--- src/rtl/bounds_checked_regfile.sv ---
// ============================================================================
//  Module   : bounds_checked_regfile
//  Brief    : Small register file with a power-up zeroing sweep, 1-cycle read
//             latency, out-of-bounds detection on both ports and an error
//             counter for dropped writes.
//  Options  : define BCRF_LAST_OOB_CAPTURE_EN to capture the address of the
//             most recent dropped write on o_last_oob_addr.
//  Revision : 1.0 - initial release
// ============================================================================
`default_nettype none

module bounds_checked_regfile #(
  parameter int DATA_W = 8,
  parameter int DEPTH  = 4,
  parameter int ADDR_W = 4
) (
  input  logic              i_clk,
  input  logic              i_rst,
  input  logic              i_wr_valid,
  input  logic [ADDR_W-1:0] i_wr_addr,
  input  logic [DATA_W-1:0] i_wr_data,
  output logic              o_wr_ready,
  input  logic [ADDR_W-1:0] i_rd_addr,
  output logic [DATA_W-1:0] o_rd_data,
  output logic              o_rd_oob,
  output logic [DEPTH-1:0]  o_vec,
  input  logic              i_err_clr,
  output logic [7:0]        o_err_count,
  output logic              o_err_sticky,
  output logic [ADDR_W-1:0] o_last_oob_addr
);

  // Index width just large enough to address every real entry.
  localparam int C_IDX_W = (DEPTH > 1) ? $clog2(DEPTH) : 1;

  localparam logic [0:0] S_INIT = 1'b0;
  localparam logic [0:0] S_RUN  = 1'b1;

  // The address ports must be able to reach every entry.
  generate
    if ((2 ** ADDR_W) < DEPTH) begin : g_addr_w_check
      $error("bounds_checked_regfile: 2**ADDR_W (%0d) < DEPTH (%0d)", 2 ** ADDR_W, DEPTH);
    end
    if ((DEPTH < 2) || (DEPTH > 256)) begin : g_depth_check
      $error("bounds_checked_regfile: DEPTH (%0d) outside 2..256", DEPTH);
    end
  endgenerate

  logic [0:0]         r_state;
  logic [C_IDX_W-1:0] r_idx;
  logic [DATA_W-1:0]  r_mem [DEPTH];
  logic [DATA_W-1:0]  r_rd_data;
  logic               r_rd_oob;
  logic [7:0]         r_err_count;
  logic               r_err_sticky;

  logic               w_wr_accept;
  logic               w_wr_inb;
  logic               w_wr_store;
  logic               w_wr_drop;
  logic               w_rd_inb;
  logic [C_IDX_W-1:0] w_wr_idx;
  logic [C_IDX_W-1:0] w_rd_idx;

  // Address decode: bounds checks are done on the full-width address so that
  // aliasing addresses beyond DEPTH are never folded onto real entries.
  always_comb begin
    w_wr_accept = i_wr_valid && (r_state == S_RUN);
    w_wr_inb    = (32'(i_wr_addr) < 32'(DEPTH));
    w_rd_inb    = (32'(i_rd_addr) < 32'(DEPTH));
    w_wr_store  = w_wr_accept && w_wr_inb;
    w_wr_drop   = w_wr_accept && !w_wr_inb;
    w_wr_idx    = i_wr_addr[C_IDX_W-1:0];
    w_rd_idx    = i_rd_addr[C_IDX_W-1:0];
  end

  // Sequencer: sweep every entry to zero after reset, then accept writes.
  always_ff @(posedge i_clk) begin
    if (i_rst) begin
      r_state <= S_INIT;
      r_idx   <= '0;
    end else if (r_state == S_INIT) begin
      if (r_idx == C_IDX_W'(DEPTH - 1)) begin
        r_state <= S_RUN;
      end else begin
        r_idx <= r_idx + 1'b1;
      end
    end
  end

  // Storage: zeroing sweep during INIT, in-bounds accepted writes during RUN.
  always_ff @(posedge i_clk) begin
    if (!i_rst) begin
      if (r_state == S_INIT) begin
        r_mem[r_idx] <= '0;
      end else if (w_wr_store) begin
        r_mem[w_wr_idx] <= i_wr_data;
      end
    end
  end

  // Registered read; sampling pre-edge storage gives read-before-write.
  always_ff @(posedge i_clk) begin
    if (i_rst) begin
      r_rd_data <= '0;
      r_rd_oob  <= 1'b0;
    end else begin
      r_rd_data <= w_rd_inb ? r_mem[w_rd_idx] : '0;
      r_rd_oob  <= !w_rd_inb;
    end
  end

  // Dropped-write accounting; a clear coinciding with a drop counts that drop.
  always_ff @(posedge i_clk) begin
    if (i_rst) begin
      r_err_count  <= 8'd0;
      r_err_sticky <= 1'b0;
    end else if (i_err_clr) begin
      r_err_count  <= w_wr_drop ? 8'd1 : 8'd0;
      r_err_sticky <= w_wr_drop;
    end else if (w_wr_drop) begin
      if (r_err_count != 8'hFF) begin
        r_err_count <= r_err_count + 8'd1;
      end
      r_err_sticky <= 1'b1;
    end
  end

`ifdef BCRF_LAST_OOB_CAPTURE_EN
  logic [ADDR_W-1:0] r_last_oob_addr;

  // Capture the address of each dropped write; the error clear leaves it alone.
  always_ff @(posedge i_clk) begin
    if (i_rst) begin
      r_last_oob_addr <= '0;
    end else if (w_wr_drop) begin
      r_last_oob_addr <= i_wr_addr;
    end
  end

  assign o_last_oob_addr = r_last_oob_addr;
`else
  assign o_last_oob_addr = '0;
`endif

  // Bit 0 of each entry, straight from storage.
  generate
    for (genvar gi = 0; gi < DEPTH; gi++) begin : g_vec
      assign o_vec[gi] = r_mem[gi][0];
    end
  endgenerate

  assign o_wr_ready   = (r_state == S_RUN) && !i_rst;
  assign o_rd_data    = r_rd_data;
  assign o_rd_oob     = r_rd_oob;
  assign o_err_count  = r_err_count;
  assign o_err_sticky = r_err_sticky;

endmodule

`default_nettype wire

--- config.mk ---
export PLATFORM = sky130hd
export DESIGN_NAME = bounds_checked_regfile
export DESIGN_NICKNAME = d
export VERILOG_FILES = /design/src/rtl/bounds_checked_regfile.sv
export SDC_FILE = /design/constraint.sdc
export NUM_CORES = 1
export LEC_CHECK = 0
export ABC_CLOCK_PERIOD_IN_PS = 3700
export BUFFER_PORTS_ARGS = -buffer_cell sky130_fd_sc_hd__clkbuf_2
export CAP_MARGIN = 20
export CORE_MARGIN = 2
export CORE_UTILIZATION = 40
export DETAILED_ROUTE_END_ITERATION = 6
export GPL_TIMING_DRIVEN = 0
export HOLD_SLACK_MARGIN = 0.03
export MAX_ROUTING_LAYER = met4
export PLACE_DENSITY = 0.72
export SLEW_MARGIN = 10
export SYNTH_ARGS = -nofsm -noshare
export SYNTH_HDL_FRONTEND = slang
export SYNTH_SLANG_ARGS = --single-unit
--- constraint.sdc ---
create_clock -name i_clk -period 3.7 [get_ports i_clk]
set_clock_uncertainty 0.15 [all_clocks]
set_input_delay 0.37 -clock i_clk [delete_from_list [all_inputs] [get_ports i_clk]]
set_output_delay 0.37 -clock i_clk [all_outputs]
set_load 0.05 [all_outputs]
==> results of run 1 <==
synthesized netlist by cell type:
master	count
or3b_1	1
nor3b_2	1
o311ai_1	2
buf_4	8
and2_1	9
o211ai_1	1
and4_1	1
o41ai_1	2
nor2_2	1
nor2_1	9
and4_4	1
or3_1	2
buf_2	2
nor2b_1	11
mux4_2	8
nand2_1	4
xnor2_1	2
dfxtp_1	21
o21ba_1	1
edfxtp_1	32
o21ai_0	4
and3b_1	2
nor3_1	2
nand4bb_1	1
nand3_1	2
nor3b_1	2
nand2b_1	1
o31ai_1	1
conb_1	1
a21oi_1	4
o22ai_1	2
clkbuf_1	4
mux2i_1	2
ha_1	2
a2111oi_4	1
buf_6	1
or2_1	2
inv_1	4
metal layers:
metal	track usage, %	vias up	share of wire, %	wire, µm
met1	16.4	645	43	1630
met2	23.2	49	50	1890
li1	-	663	-	-
met4	3.68	0	0.71	27
met3	4.48	2	6.6	252
met5	-	-	0	0
kinds of logic (layout without fill, tap and decap cells):
| logic type | Yosys count | count (layout) | synth area share, % |
|---|---|---|---|
| buffers and inverters | 19 | 67 | 5.07 |
| XOR/XNOR | 2 | 2 | 0.798 |
| flip-flops | 53 | 53 | 62.9 |
| other | 1 | 4 | 0.171 |
| AND/OR/NAND/NOR | 52 | 52 | 14.4 |
| multiplexers | 10 | 10 | 9.12 |
| adder cells (fa/ha/maj) | 2 | 2 | 1.14 |
| AO/OA/AOI/OAI | 18 | 18 | 6.38 |
area by class of cell:
class	count	share of cell area, %
Multi-Input combinational cell	88	27.4
Sequential cell	53	53.0
Inverter	4	0.576
Buffer	15	3.70
Tap cell	70	3.36
Clock inverter	2	1.34
Clock buffer	5	2.64
Timing Repair Buffer	41	7.97
where the power goes:
group / switching (mW) / internal, mW / leakage, nW
clock: 0.173 / 0.197 / 0.0540
sequential: 0.0275 / 0.703 / 0.479
combinational: 0.137 / 0.0907 / 0.463
stage by stage:
| step | total power [mW] | instances | util (%) | worst slack [ps] | instance area, µm² |
|---|---|---|---|---|---|
| floorplan | 0.916 | 160 | - | 1520 | 2210 |
| global placement | 0.964 | 270 | 47.9 | 781 | 2490 |
| detailed placement | 0.979 | 271 | 48.1 | 1120 | 2500 |
| CTS | 1.34 | 278 | 50.1 | 1170 | 2610 |
| global route | 1.40 | 278 | 50.1 | 1050 | 2610 |
| finish | 1.33 | 278 | 50.1 | 1140 | 2610 |
worst paths after layout:
kind	slack, ps	to	cells past startpoint	start
max	1140	r_mem[2][4]	5	r_state
min	140	o_rd_oob	3	i_rd_addr[3]
max reg2reg	1140	r_mem[2][4]	5	r_state
min reg2reg	340	o_err_sticky	2	o_err_sticky
cells in the final DEF, fill, tap and decap left out, drive strengths merged, types with 3 or more instances in the layout:
cell type,count
a21oi,4
and2,9
buf,12
clkbuf,49
conb,4
dfxtp,21
edfxtp,32
inv,4
mux4,8
nand2,4
nor2,10
nor2b,11
nor3b,3
o21ai,4
state kept, by name (all words and copies together) (netlist names):
signal and cells:
r_mem 32, o_err_count 8, o_rd_data 8, r_idx 2, o_err_sticky 1, o_rd_oob 1
r_state 1
tightest hold or removal path: stages:
cell and delay [ps]:
clkbuf_2 90, nor2_1 30, nor2_1 60
==> metrics.cfg, run 1 <==
[outcome]
run_status = completed

[synthesis]
synth_cells = 157
ys_seq_area_share_pct = 62.9
yosysWarnings = 0
ys_ff_latch = 53
synth_top_area_share_pct = 43.8
synth_cell_types = 38
synthTopCellsByArea = edfxtp_1, dfxtp_1, mux4_2, nor2b_1, buf_4
synth.avg_cell_area_um2 = 14.0
syn_area_mm2 = 0.00220
yosys.area.top_type = edfxtp_1

[floorplanning]
die_w_um = 78.1
dieArea_mm2 = 0.00610
core_area_mm2 = 0.00520
rows = 26
io_pins = 47
dieHeight_um = 78.1
initial_utilization_pct = 42.2

[placement]
numPortBuffers = 40
hpwlAfterDp_um = 2810
place.gp.congestion = 0.718

[drt]
ant_nets = 0
drc = 0
routed-via-count = 1359
drt-initial-drc-count = 60
firstDrtPassIters = 4
post_drt_wl_per_cell_um = 13.7
drt-total-wl_um = 3800
viasPerCell = 4.89

[clocking]
postCtsHoldBufs = 0
clkSlewWorstSetupHoldPaths_ps = 90
clockBufferDepth = 2
post_cts_buffers = 0
cts_tree = done
clock_latency_ps = 290
cts_made_buffers = 5
cts-root-buf = clkbuf_8
h-tree-depth = 2
cts_resized = 0
numClockSinks = 53

[critical_path]
crit_path_max_fanout = 9
start_kind = flop
crit_buf_inv = 1
cp-end-kind = flop
path_cells = nand4bb_1 -> nor2_2 -> mux2i_1 -> nor3b_1 -> buf_4
crit_slowest_cell = nor3b_1
critical-path-max-stage-delay_ps = 590
crit_type = reg2reg
arrival_ps = 2420
critPathRequiredTime_ps = 3560
critical_path.top_delay_family = simple AND/OR/NAND/NOR gates

[finish]
antennaDiodeCount = 0
fill_cells = 484
seqCellArea_mm2 = 0.00138
final_nets = 230
multi_input_area_um2 = 714
drive_above_1_share_pct = 34.1
syn2layout_area_growth_pct = 18.7

[pwr]
powerDensity_mw_per_mm2 = 510
leakage_nw = 0.996
vdd_ir_drop_max_mv = 0.186

[timing]
drv_slew = 0
finalCritPeriodShare_pct = 69.1
finalHoldViolations = 0
hold_slack_ps = 140
final.setup.tns_ps = 0
setup_viol = 0
worst_pin_slew_ps = 723
rsz0062_at_grt = no
max_freq_mhz = 391
slew_headroom_pct = 51.7
min_period_ps = 2560

[grt]
first_global_vias = 1343
grt_max_degree = 16
overflow = 0
grt_pass1_wl_um = 6220
grtUsageTotal_pct = 13.9
antenna_found_initial = 0

[run]
cap_violations = 0

[worst_hold_path]
worstHoldPathType = in2reg

(Power assumes the default switching activity.)
==> run 2, diff against run 1 <==
ABC_CLOCK_PERIOD_IN_PS = 2560   (was 3700)
clock period = 2.56 ns   (was 3.7 ns; I/O delays follow)
==> metrics.cfg, run 2 (synthesis gave the netlist of run 1 again) <==
[critical_path]
cp-end-kind = flop  ; unchanged
path_cells = nand4bb_1 -> nor2_2 -> mux2i_1 -> nor2b_1  ; was nand4bb_1 -> nor2_2 -> mux2i_1 -> nor3b_1 -> buf_4
arrival_ps = 2170  ; was 2420 ps
critPathRequiredTime_ps = 2340  ; was 3560 ps
crit_path_max_fanout = 9  ; unchanged
start_kind = flop  ; unchanged
r2r-start = r_state  ; unchanged
crit_slowest_cell = nor2b_1  ; was nor3b_1
timing.rr.end = r_mem[3][7]  ; was r_mem[2][4]
reg2reg_depth = 4  ; was 5
r2r_slack_ps = 170  ; was 1140 ps
crit_type = reg2reg  ; unchanged
critical-path-max-stage-delay_ps = 610  ; was 590 ps

[grt]
grt_max_degree = 16  ; unchanged
grt_pass1_wl_um = 6240  ; was 6220 µm
antenna_found_initial = 0  ; unchanged
overflow = 0  ; unchanged
first_global_vias = 1349  ; was 1,343
grtUsageTotal_pct = 14.0  ; was 13.9%

[clocking]
cts_made_buffers = 5  ; unchanged
h-tree-depth = 2  ; unchanged
clkSlewWorstSetupHoldPaths_ps = 90  ; about the same
clock_latency_ps = 300  ; was 290 ps
cts-root-buf = clkbuf_8  ; unchanged
numClockSinks = 53  ; unchanged
cts_tree = done  ; unchanged
clockBufferDepth = 2  ; unchanged

[finish]
final_cell_mix = clkbuf_2, edfxtp_1, dfxtp_1, nor2b_1  ; unchanged
final_common_cell = clkbuf_2  ; unchanged
regMostFlops = r_mem  ; unchanged
final_nets = 232  ; was 230
antennaDiodeCount = 0  ; unchanged
largest_reg_flops = 32  ; unchanged
syn2layout_area_growth_pct = 19.9  ; was 18.7%
multi_input_area_um2 = 722  ; was 714 µm²
seqCellArea_mm2 = 0.00138  ; unchanged
fill_cells = 479  ; was 484
finish.instance_area_mm2 = 0.00263  ; was 0.00261 mm²
drive_above_1_share_pct = 35.2  ; was 34.1%

[drt]
viasPerCell = 4.91  ; was 4.89
drc = 0  ; unchanged
post_drt_wl_per_cell_um = 13.6  ; was 13.7 µm
routed-via-count = 1375  ; was 1,359
drt-initial-drc-count = 89  ; was 60
drt-total-wl_um = 3810  ; was 3800 µm
ant_nets = 0  ; unchanged
firstDrtPassIters = 4  ; unchanged

[floorplanning]
die_w_um = 78.1  ; unchanged
rows = 26  ; unchanged
dieArea_mm2 = 0.00610  ; unchanged
core_area_mm2 = 0.00520  ; unchanged
io_pins = 47  ; unchanged
initial_utilization_pct = 42.2  ; unchanged
dieHeight_um = 78.1  ; unchanged

[timing]
finalCritPeriodShare_pct = 93.4  ; was 69.1%
min_period_ps = 2390  ; was 2560 ps
drv_slew = 0  ; unchanged
final.setup.tns_ps = 0  ; unchanged
rsz0062_at_grt = yes  ; was no
slew_headroom_pct = 51.4  ; was 51.7%
finalHoldViolations = 0  ; unchanged
setup_viol = 0  ; unchanged
max_freq_mhz = 418  ; was 391 MHz
worst_pin_slew_ps = 728  ; was 723 ps
fin_ws_ps = 170  ; was 1140 ps

[placement]
placed_cell_area_mm2 = 0.00250  ; unchanged
hpwlAfterDp_um = 2810  ; unchanged
pre_cts_ws_ps = 76.2  ; was 1120 ps
numPortBuffers = 40  ; unchanged
place.gp.congestion = 0.718  ; unchanged

[pwr]
intPower_mw = 1.44  ; was 991 µW
powerDensity_mw_per_mm2 = 733  ; was 510 mW/mm²
leakage_nw = 1.01  ; was 0.996 nW
pwr-share-comb_pct = 17.5  ; was 17.2%
vdd_ir_drop_max_mv = 0.269  ; was 0.186 mV
p_clk_share_pct = 27.8  ; about the same
p_switching_uw = 492  ; was 337 µW
pwr-share-seq_pct = 54.7  ; was 55.0%
netSwitchingFraction_pct = 25.5  ; was 25.4%

[worst_hold_path]
hold_end = o_err_sticky  ; was o_rd_oob
hold_depth = 3  ; unchanged
worstHoldPathType = in2reg  ; unchanged
min_from = i_err_clr  ; was i_rd_addr[3]

[outcome]
run_status = completed  ; unchanged

[run]
cap_violations = 0  ; unchanged

==> run 2: cell types whose count changed in the layout (fill, tap and decap cells not counted), sizes merged <==
| cell | change |
|---|---|
| dlygate4sd3 | +2 |
==> run 2: timing repair <==
item	4_1_cts	5_1_grt
hold buffers	2	0
endpoints found under the hold margin	1	0
resized for setup	0	3
buffers inserted	0	0
setup endpoints to repair	0	21
==> run 2: worst max-delay path by stage <==
| stage | from | to | cells after the start |
|---|---|---|---|
| finish | r_state | r_mem[3][7] | 4 |
| global route | r_state | r_mem[3][1] | 4 |
| CTS | r_state | r_mem[2][4] | 5 |
| detailed placement | r_state | r_mem[2][7] | 5 |
| global placement | r_state | r_mem[2][7] | 4 |
| floorplan | r_state | r_mem[2][0] | 4 |
==> run 2: area by class of cell <==
class / instances / share of cell area (%)
Clock inverter: 2 / 1.33
Multi-Input combinational cell: 88 / 27.4
Timing Repair Buffer: 43 / 8.65
Buffer: 15 / 3.66
Clock buffer: 5 / 2.61
Inverter: 4 / 0.570
Sequential cell: 53 / 52.4
Tap cell: 70 / 3.33
==> run 2: stage by stage <==
| stage | util, % | hold slack (ps) | instances | power, mW |
|---|---|---|---|---|
| final | 50.6 | 137 | 280 | 1.93 |
| after CTS | 50.5 | 130 | 280 | 1.94 |
| after detailed placement | 48.1 | 332 | 271 | 1.41 |
| after global placement | 47.9 | 314 | 270 | 1.39 |
| after floorplan | - | 222 | 160 | 1.32 |
| after global routing | 50.6 | 121 | 280 | 2.03 |
==> run 2: metal layers <==
| metal | part of all wire (%) | GRT usage (%) |
|---|---|---|
| met4 | 0.71 | 3.68 |
| met1 | 44 | 16.6 |
| met3 | 5.9 | 4.14 |
| met5 | 0 | - |
| met2 | 49 | 23.4 |
==> run 2: worst max-delay path, delay by kind of cell (launching register included) <==
| kind | cells | cell delay, ps |
|---|---|---|
| muxes | 1 | 210 |
| DFF | 1 | 440 |
| and+or+nand+nor | 3 | 1220 |
==> run 2: power groups by stage <==
stage | clock [mW] | combinational, mW | sequential (mW)
after floorplan | 0 | 0.231 | 1.09
after global placement | 0 | 0.323 | 1.07
after detailed placement | 0 | 0.336 | 1.08
after CTS | 0.544 | 0.339 | 1.06
after global routing | 0.592 | 0.370 | 1.07
final | 0.537 | 0.338 | 1.06
==> run 3, diff against run 2 <==
CORE_ASPECT_RATIO = 0.75   (was unset)
==> metrics.cfg, run 3 (synthesis gave the netlist of run 1 again) <==
[outcome]
run_status = completed  ; unchanged

[finish]
regMostFlops = r_mem  ; unchanged
largest_reg_flops = 32  ; unchanged
final_nets = 232  ; unchanged
drive_above_1_share_pct = 35.1  ; was 35.2%
post-route-util_pct = 49.2  ; was 50.6%
antennaDiodeCount = 0  ; unchanged
fill_cells = 485  ; was 479
final_cell_mix = clkbuf_2, edfxtp_1, dfxtp_1, nor2b_1  ; unchanged
syn2layout_area_growth_pct = 19.3  ; was 19.9%
final_common_cell = clkbuf_2  ; unchanged

[clocking]
cts_tree = done  ; unchanged
clkSlewWorstSetupHoldPaths_ps = 90  ; about the same
clock_latency_ps = 300  ; about the same
numClockSinks = 53  ; unchanged
cts_made_buffers = 5  ; unchanged
post_cts_buffers = 0  ; unchanged
clockBufferDepth = 2  ; unchanged
h-tree-depth = 2  ; unchanged
cts-root-buf = clkbuf_8  ; unchanged

[floorplanning]
dieArea_mm2 = 0.00610  ; about the same
rows = 23  ; was 26
io_pins = 47  ; unchanged
initial_utilization_pct = 41.2  ; was 42.2%
dieHeight_um = 68.2  ; was 78.1 µm
die_w_um = 89.6  ; was 78.1 µm
core_area_mm2 = 0.00532  ; was 0.00520 mm²

[grt]
first_global_vias = 1257  ; was 1,349
grtUsageTotal_pct = 14.2  ; was 14.0%
antenna_found_initial = 0  ; unchanged
grt_max_degree = 16  ; unchanged
overflow = 0  ; unchanged
grt_pass1_wl_um = 6020  ; was 6240 µm

[placement]
numPortBuffers = 40  ; unchanged
hpwlAfterDp_um = 2810  ; about the same
place.gp.congestion = 0.794  ; was 0.718

[timing]
hold_slack_ps = 129  ; was 137 ps
drv_slew = 0  ; unchanged
finalHoldViolations = 0  ; unchanged
rsz0062_at_grt = yes  ; unchanged
final.setup.tns_ps = 0  ; unchanged
setup_viol = 0  ; unchanged
finalCritPeriodShare_pct = 95.2  ; was 93.4%
worst_pin_slew_ps = 798  ; was 728 ps
max_freq_mhz = 410  ; was 418 MHz
slew_headroom_pct = 46.7  ; was 51.4%
min_period_ps = 2440  ; was 2390 ps

[pwr]
leakage_nw = 0.999  ; was 1.01 nW
vdd_ir_drop_max_mv = 0.255  ; was 0.269 mV
powerDensity_mw_per_mm2 = 705  ; was 733 mW/mm²

[drt]
drt-total-wl_um = 3930  ; was 3810 µm
viasPerCell = 4.76  ; was 4.91
drc = 0  ; unchanged
firstDrtPassIters = 4  ; unchanged
routed-via-count = 1361  ; was 1,375
drt-initial-drc-count = 83  ; was 89
ant_nets = 0  ; unchanged
post_drt_wl_per_cell_um = 13.7  ; was 13.6 µm

[critical_path]
start_kind = flop  ; unchanged
critPathRequiredTime_ps = 2340  ; about the same
crit_path_max_fanout = 9  ; unchanged
cp-end-kind = flop  ; unchanged
arrival_ps = 2220  ; was 2170 ps
crit_type = reg2reg  ; unchanged

[worst_hold_path]
worstHoldPathType = in2reg  ; unchanged

[run]
cap_violations = 0  ; unchanged

==> run 3: metal layers <==
| metal | vias to the layer above | global-route usage, % | part of all wire (%) |
|---|---|---|---|
| li1 | 668 | - | - |
| met1 | 651 | 18.6 | 46 |
| met2 | 37 | 21.5 | 48 |
| met3 | 5 | 3.38 | 4.9 |
| met4 | 0 | 5.60 | 1.4 |
| met5 | - | - | 0 |
==> run 3: worst max-delay path, cell delays in order, from the launching register on <==
cell	delay, ps
dfxtp_1	480
nand4bb_1	230
nor2_2	340
mux2i_1	210
nor2b_1	660
==> run 3: through the flow <==
| stage | power, mW | area [µm²] | setup WS, ps | std cells |
|---|---|---|---|---|
| floorplan | 1.32 | 2210 | 429 | 160 |
| global placement | 1.39 | 2500 | -191 | 275 |
| detailed placement | 1.41 | 2510 | 42.7 | 276 |
| CTS | 1.85 | 2610 | 22.0 | 286 |
| global route | 1.93 | 2620 | -32.7 | 286 |
| finish | 1.85 | 2620 | 123 | 286 |
==> run 3: path summary, 6_finish.rpt <==
| check | slack [ps] | depth (start not counted) | endpoint | from |
|---|---|---|---|---|
| hold / removal | 130 | 3 | o_err_sticky | i_err_clr |
| setup reg to reg | 120 | 4 | r_mem[3][4] | r_state |
| setup / recovery | 120 | 4 | r_mem[3][4] | r_state |
| hold reg to reg | 330 | 2 | o_err_sticky | o_err_sticky |
==> run 3: cell type report <==
type	count	area, µm²	share of cell area (%)
Buffer	15	96.3	3.68
Inverter	4	15.0	0.573
Sequential cell	53	1380	52.7
Tap cell	75	93.8	3.58
Multi-Input combinational cell	88	722	27.6
Timing Repair Buffer	43	228	8.70
Clock buffer	6	72.6	2.77
Clock inverter	2	10.0	0.382
==> run 3: where the power goes <==
part           internal (mW)  total, mW  switching, mW
clock network          0.190      0.447          0.257
registers               1.02       1.06         0.0417
logic                  0.138      0.341          0.203
total                   1.34       1.85          0.502
==> run 3: what timing repair did <==
action / in CTS / in global routing
gates resized for setup: 0 / 3
endpoints found under the hold margin: 1 / 0
setup endpoints to repair: 0 / 21
hold buffers: 2 / 0
